**src/rtl/regfile_wb_arbiter_pkg.sv**
```systemverilog
// rtl/regfile_wb_arbiter_pkg.sv - shared RV32I constants and requester encodings
package regfile_wb_arbiter_pkg;

    localparam int RV_XLEN = 32;
    localparam int NUM_REQ = 2;

    typedef enum logic {
        REQ_ALU = 1'b0,
        REQ_LSU = 1'b1
    } req_idx_e;

endpackage

```
**src/rtl/regfile_wb_arbiter_rr_arb2.sv**
```systemverilog
// rtl/regfile_wb_arbiter_rr_arb2.sv - two-way round-robin grant, one-hot output
module rr_arb2
    import regfile_wb_arbiter_pkg::*;
(
    input  logic [NUM_REQ-1:0] i_req,
    input  logic               i_last,
    output logic [NUM_REQ-1:0] o_gnt
);

    always_comb begin
        o_gnt = '0;
        if (i_req[REQ_ALU] && i_req[REQ_LSU]) begin
            // On contention the requester that did not win last time goes first.
            if (i_last == REQ_ALU) begin
                o_gnt[REQ_LSU] = 1'b1;
            end else begin
                o_gnt[REQ_ALU] = 1'b1;
            end
        end else begin
            o_gnt = i_req;
        end
    end

endmodule

```
**src/rtl/regfile_wb_arbiter.sv**
```systemverilog
// rtl/regfile_wb_arbiter.sv - ALU/LSU writeback arbiter with bypass match and conflict counter
module regfile_wb_arbiter
    import regfile_wb_arbiter_pkg::*;
#(
    parameter int XLEN  = RV_XLEN,
    parameter int CNT_W = 16
) (
    input  logic              clock,
    input  logic              reset,
    input  logic              alu_valid,
    input  logic [4:0]        alu_rd,
    input  logic [XLEN-1:0]   alu_data,
    output logic              alu_ready,
    input  logic              lsu_valid,
    input  logic [4:0]        lsu_rd,
    input  logic [XLEN-1:0]   lsu_data,
    output logic              lsu_ready,
    output logic [4:0]        write_reg,
    output logic [XLEN-1:0]   write_data,
    output logic              write_enable,
    input  logic [4:0]        byp_addr_0,
    input  logic [4:0]        byp_addr_1,
    output logic              byp_hit_0,
    output logic              byp_hit_1,
    output logic [CNT_W-1:0]  conflict_cnt
);

    logic [NUM_REQ-1:0] w_req;
    logic [NUM_REQ-1:0] w_gnt;
    logic               w_xfer;
    logic               w_sel_lsu;
    logic [4:0]         w_rd;
    logic [XLEN-1:0]    w_data;
    logic               w_conflict;

    req_idx_e           r_last;
    logic               r_we;
    logic [4:0]         r_reg;
    logic [XLEN-1:0]    r_data;
    logic [CNT_W-1:0]   r_cnt;

    // Masking requests with reset keeps both readies low while reset is held.
    assign w_req = {lsu_valid, alu_valid} & {NUM_REQ{reset}};

    rr_arb2 u_rr_arb2 (
        .i_req  (w_req),
        .i_last (r_last),
        .o_gnt  (w_gnt)
    );

    assign alu_ready  = w_gnt[REQ_ALU];
    assign lsu_ready  = w_gnt[REQ_LSU];
    assign w_xfer     = |w_gnt;
    assign w_sel_lsu  = w_gnt[REQ_LSU];
    assign w_rd       = w_sel_lsu ? lsu_rd   : alu_rd;
    assign w_data     = w_sel_lsu ? lsu_data : alu_data;
    assign w_conflict = alu_valid && lsu_valid;

    always_ff @(posedge clock or negedge reset) begin
        if (!reset) begin
            r_last <= REQ_ALU;
            r_we   <= 1'b0;
            r_reg  <= '0;
            r_data <= '0;
            r_cnt  <= '0;
        end else begin
            r_we <= w_xfer && (w_rd != 5'd0);
            if (w_xfer) begin
                r_last <= w_sel_lsu ? REQ_LSU : REQ_ALU;
            end
            // x0 writes are consumed but leave the visible write port untouched.
            if (w_xfer && (w_rd != 5'd0)) begin
                r_reg  <= w_rd;
                r_data <= w_data;
            end
            if (w_conflict && (r_cnt != '1)) begin
                r_cnt <= r_cnt + CNT_W'(1);
            end
        end
    end

    assign write_enable = r_we;
    assign write_reg    = r_reg;
    assign write_data   = r_data;
    assign conflict_cnt = r_cnt;

    assign byp_hit_0 = r_we && (byp_addr_0 == r_reg) && (byp_addr_0 != 5'd0);
    assign byp_hit_1 = r_we && (byp_addr_1 == r_reg) && (byp_addr_1 != 5'd0);

endmodule

```
**config.mk**
```make
export PLATFORM = sky130hd
export DESIGN_NAME = regfile_wb_arbiter
export DESIGN_NICKNAME = d
export VERILOG_FILES = /design/src/rtl/regfile_wb_arbiter_pkg.sv /design/src/rtl/regfile_wb_arbiter_rr_arb2.sv /design/src/rtl/regfile_wb_arbiter.sv
export SDC_FILE = /design/constraint.sdc
export NUM_CORES = 1
export LEC_CHECK = 0
export ABC_CLOCK_PERIOD_IN_PS = 4800
export BUFFER_PORTS_ARGS = -buffer_cell sky130_fd_sc_hd__buf_2
export CELL_PAD_IN_SITES_DETAIL_PLACEMENT = 0
export CELL_PAD_IN_SITES_GLOBAL_PLACEMENT = 1
export CORE_MARGIN = 4
export CORE_UTILIZATION = 39
export CTS_BUF_LIST = sky130_fd_sc_hd__clkbuf_8
export CTS_CLUSTER_DIAMETER = 200
export CTS_CLUSTER_SIZE = 8
export DETAILED_ROUTE_END_ITERATION = 10
export PLACE_DENSITY_LB_ADDON = 0.1
export SLEW_MARGIN = 40
export SYNTH_ARGS = -nofsm -noshare
export SYNTH_HDL_FRONTEND = slang
export SYNTH_SLANG_ARGS = --single-unit
```
**constraint.sdc**
```tcl
create_clock -name clock -period 4.8 [get_ports clock]
set_input_delay 0.96 -clock clock [delete_from_list [all_inputs] [get_ports clock]]
set_output_delay 0.96 -clock clock [all_outputs]
set_load 0.05 [all_outputs]
```
Word level (Yosys, flattened, before mapping)
Cells that the tools add are included.
- mux-type cells: 6
- bitwise logic cells: 1
- equal/unequal tests: 3
- add/sub/neg operators: 1
- reduce and logical (&&, ||, !) cells: 12
- operator list (cell ; count):
    $mux W32 ; 1
    $add A16 B1 Y16 const B ; 1
    $ne A16 B16 Y1 const B ; 1
    $reduce_bool A5 Y1 ; 3
    $eq A5 B5 Y1 ; 2
    $logic_and A1 B1 Y1 ; 8
    $mux W5 ; 1
    $mux W1 ; 3
    $and A2 B2 Y2 ; 1
    $mux W2 ; 1
    $reduce_or A2 Y1 ; 1
- word-level logic and storage cells: 28
- output and inout port bits: 58
- flip-flop bits (word level): 55
- bits of input ports: 88

Logic depth before layout (Yosys ltp)
- depth after elaboration: 6
- gate-level depth with buffers: 7
- mapped depth without buffers: 5

Modules after synthesis
Synthesis repeated with hierarchy kept, for this count alone.
- cells, all modules: 229
- area, all modules: 2926.6 µm²
- modules (own cells, without submodules) (module ; times used ; cells an instance ; area each (µm²) ; seq. area each (µm²)):
    regfile_wb_arbiter ; 1 ; 226 ; 2907.8 ; 1376.3
    rr_arb2 ; 1 ; 3 ; 18.8 ; 0.0

Least setup slack after synthesis
Ideal clock, no wire load.
- path kind: input port to output port
- from: in alu_valid
- to: out alu_ready
- arrival time: 2.525 ns
- setup slack: 1.315 ns
- required time: 3.840 ns
- buffers on the path: 2
- stages on the path: 6
- path through: and2_4 or2_1 buf_6 buf_2 inv_1 nor2_1
- cells in the longest elaborated chain, start to end: 3
- RTL lines (element ; RTL line ; RTL):
    start: declaration ; regfile_wb_arbiter.sv:10 ; input logic alu_valid,
    $and A2 B2 Y2 * ; regfile_wb_arbiter.sv:43 ; assign w_req = {lsu_valid, alu_valid} & {NUM_REQ{reset}};
    $logic_and A1 B1 Y1 ; regfile_wb_arbiter_rr_arb2.sv:12 ; if (i_req[REQ_ALU] && i_req[REQ_LSU]) begin
    $mux W2 * ; regfile_wb_arbiter_rr_arb2.sv:12 ;
    end: declaration ; regfile_wb_arbiter.sv:13 ; output logic alu_ready,
Every way passes the cells marked *; elsewhere a longest branch is shown, timed or not.

Worst setup path after layout
Same ends and word-level chain as after synthesis.

==> results.txt <==
----------------------------------------------------
[Yosys]
  Gate count of the mapped netlist ... ~250
  Unique masters post-synth ... 45
  Cell type with the largest total area after synthesis ... sky130_fd_sc_hd__dfrtp_1
  Synth warn ... 0
  Cell with the most instances after synthesis ... sky130_fd_sc_hd__dfrtp_1
  Largest cells by area after synthesis ... sky130_fd_sc_hd__dfrtp_1 45%, sky130_fd_sc_hd__mux2_4 14%, sky130_fd_sc_hd__mux2_2 13%
  Main synth FF type ... sky130_fd_sc_hd__dfrtp_1
  Top cells by count, synth ... 55 x sky130_fd_sc_hd__dfrtp_1, 37 x sky130_fd_sc_hd__mux2_2, 28 x sky130_fd_sc_hd__mux2_4, 14 x sky130_fd_sc_hd__nand2_1, 12 x sky130_fd_sc_hd__nor2_1
  Yosys reg bits ... 55
  Post-synth net total ... 340
  Portion of the post-synthesis area used by sequential elements ... 0.446
  Syn Std Cell Area ... 3090 um^2
  Synthesized area per cell ... 12.3 um^2
  Portion of synthesized cell area occupied by the leading cell type ... 0.446
  FFs w/ async S/R, synth ... 1.00
  Number of enable-type register cells in the synthesized netlist ... 0

[Timing]
  Clock Skews ... ~0.0019 ns
  Final Hold Viols ... 0
  Unrepaired setup endpoints after global routing ... false
  Post-layout minimum cycle time ... between 3 and 4 ns
  Worst rel slew slack ... 0.534
  Setup violators final ... 0
  Smallest setup slack after layout ... 1.62 ns
  Fin crit share ... 0.663
  Number of max-slew violations in the final report ... 0
  Min Hold Slack ... 0.494 ns
  Worst Tran Pin Value ... 0.700 ns
  Maximum clock rate ... 314 MHz
  Sum of negative setup slack ... 0 ns

[CTS]
  Number of hold-repair buffers added at the cts stage ... 0
  Count of H-tree levels built during CTS ... 2
  Post-CTS sizing ... 0
  Maximum buffer depth of the clock tree ... 2
  Post-CTS setup buffer count ... 0
  Number of buffers inserted during clock tree synthesis ... 5
  Clock Pin Slew Worst Setup and Hold Paths ... 0.09 ns
  TritonCTS clock tree ... yes
  Skew-Pair Late Insertion Delay ... 0.30 ns
  Cell at the root of the clock tree ... sky130_fd_sc_hd__clkbuf_8
  Clock sink count ... 55

[Floorplanning]
  Total die area ... around 9400 um^2
  Num ports ... 146
  Core area ... about 7700 um^2
  Die Width ... about 97 um
  Core Rows ... 32
  Initial core utilization ... 0.399
  Die Height ... 97.0 um

[Layout]
  Max reg flops ... 32
  Count of nets after finishing ... 486
  Fraction of layout instances using a drive strength above 1 ... 0.575
  Layout Area Growth over Synthesis ... 29.1%
  Number of filler cells placed in the layout ... 720
  Antenna Cells ... 0

[Setup path]
  Critical setup path kind ... primary input to output port
  Arrival time of data at the critical path endpoint ... approximately 2.2 ns
  Crit path buf inv count ... 3
  Cell family with most CP delay ... simple AND/OR/NAND/NOR gates
  Largest stage delay on the critical path ... 0.42 ns
  CP startpoint kind ... primary input
  Peak fanout along the critical path ... 19
  Worst R2R Start ... r_last
  Data required time at the worst endpoint ... between 3 and 4 ns
  Worst r2r path cells ... 5
  Slowest library cell on the worst path ... sky130_fd_sc_hd__or2_2
  Setup crit start ... alu_valid
  Kind of capture point of the worst setup path ... output port
  Most used cell along the critical path ... sky130_fd_sc_hd__buf_2
  Path length in cells of the critical path ... 6
  Ordered list of cells on the worst path ... buf_2 > and2_4 > or2_2 > inv_1 > nor2_1 > buf_2

[Power]
  Power density over cell area ... 379 nW/um^2
  Static power due to leakage ... 2.00 nW
  Total power ... 1.51 mW
  Worst IR Drop VDD ... ~0.16 mV

[Hold path]
  Source of the worst hold timing path ... conflict_cnt[6]
  Depth of the worst hold-timing path ... 1
  Worst min-delay path class ... flip-flop to flip-flop

[Detailed routing]
  Wire length per cell ... 14.9 um
  Overall routed net length ... 7430 um
  Number of remaining DRC errors ... 0
  Detail Route Antenna Nets ... 0
  Vias ... between 2000 and 2500
  First-pass DRT Iterations ... 4
  DRC violation total after the first TritonRoute iteration ... 67
  Via-to-Cell Ratio ... 5.00

[Placed design]
  IO Port Bufs ... about 150
  Routability-driven placement congestion ratio ... 0.806
  Post-placement setup slack ... 1.61 ns
  Dpl hpwl ... 5720 um

[GRT]
  Global-route wire length before repair ... roughly 12000 um
  Pin count of the biggest net entering global routing ... between 50 and 60
  Antenna violations before repair ... 0
  GR Util All Layers ... 0.158
  Vias in the first global route ... between 2000 and 3000
  GRT overflow ... 0

[Flow run]
  Max-cap viol count ... 0

[Outcome]
  Result of the run ... finished clean

----------------------------------------------------
[final timing paths]
check | to | slack (ns)
max | alu_ready | 1.62
min | conflict_cnt[6] | 0.49
max reg2reg | write_data[11] | 2.44
min reg2reg | conflict_cnt[6] | 0.49
max in group asynchronous | write_data[29] | 3.50
min in group asynchronous | write_reg[2] | 0.84
[per-stage QoR]
stage / utilization / std cells / instance area [um^2]
2_1_floorplan: - / 251 / 3090
3_3_place_gp: 0.504 / 492 / 3900
3_5_place_dp: 0.505 / 492 / 3900
4_1_cts: 0.516 / 500 / 3990
5_1_grt: 0.516 / 500 / 3990
6_report: 0.516 / 500 / 3990
[cell type report]
type / count / area [um^2] / share of cell area
repair buffers: 148 / 748 / 0.188
multi-input cells: 182 / 1630 / 0.409
inverters: 5 / 18.8 / 0.00471
clock buffers: 5 / 68.8 / 0.0173
flip-flops and latches: 55 / 1380 / 0.345
well taps: 102 / 128 / 0.0320
clock inverters: 3 / 16.3 / 0.00408
[layer usage]
layer	vias up	global-route usage	part of all wire
li1	1213	-	-
met2	99	0.254	0.47
met4	0	0.0475	0.012
met5	-	0	0
met1	1177	0.204	0.43
met3	9	0.0512	0.085
[where the power goes]
part	leakage [nW]	internal [mW]	switching [mW]
clock	0.0453	0.100	0.151
combinational	1.28	0.211	0.433
sequential	0.669	0.544	0.0728
[cells in the final DEF, fill, tap and decap left out, drive strengths merged, types with 2 or more instances in the layout]
| cell type | instances |
|---|---|
| a211oi | 2 |
| a21oi | 7 |
| a31oi | 3 |
| and3 | 2 |
| and4 | 2 |
| buf | 148 |
| clkbuf | 5 |
| dfrtp | 55 |
| inv | 6 |
| mux2 | 69 |
| mux2i | 6 |
| nand2 | 15 |
| nand3 | 6 |
| nand4 | 5 |
| nor2 | 12 |
| nor3 | 7 |
| nor4 | 3 |
| o211ai | 2 |
| o21a | 2 |
| o21ai | 3 |
| o22ai | 2 |
| o2bb2ai | 3 |
| o311ai | 3 |
| or2 | 2 |
| or3 | 2 |
| or4 | 2 |
| xnor2 | 8 |
| xor2 | 6 |
[worst register-to-register path, delay by kind of cell, from the launching register on]
family                 cells  cell delay (ns)
buffers and inverters      1             0.50
and+or+nand+nor            2             0.66
DFF                        1             0.39
muxes                      1             0.41
AOI/OAI and AO/OA          1             0.31
[kinds of logic after synthesis]
logic type               share of synthesized area
adder cells (fa/ha/maj)                    0.00405
flip-flops                                   0.446
AND/OR/NAND/NOR                              0.105
AO/OA/AOI/OAI                               0.0722
XOR/XNOR                                    0.0397
buffers and inverters                       0.0276
multiplexers                                 0.305
Power figures use the tool's default switching activity.
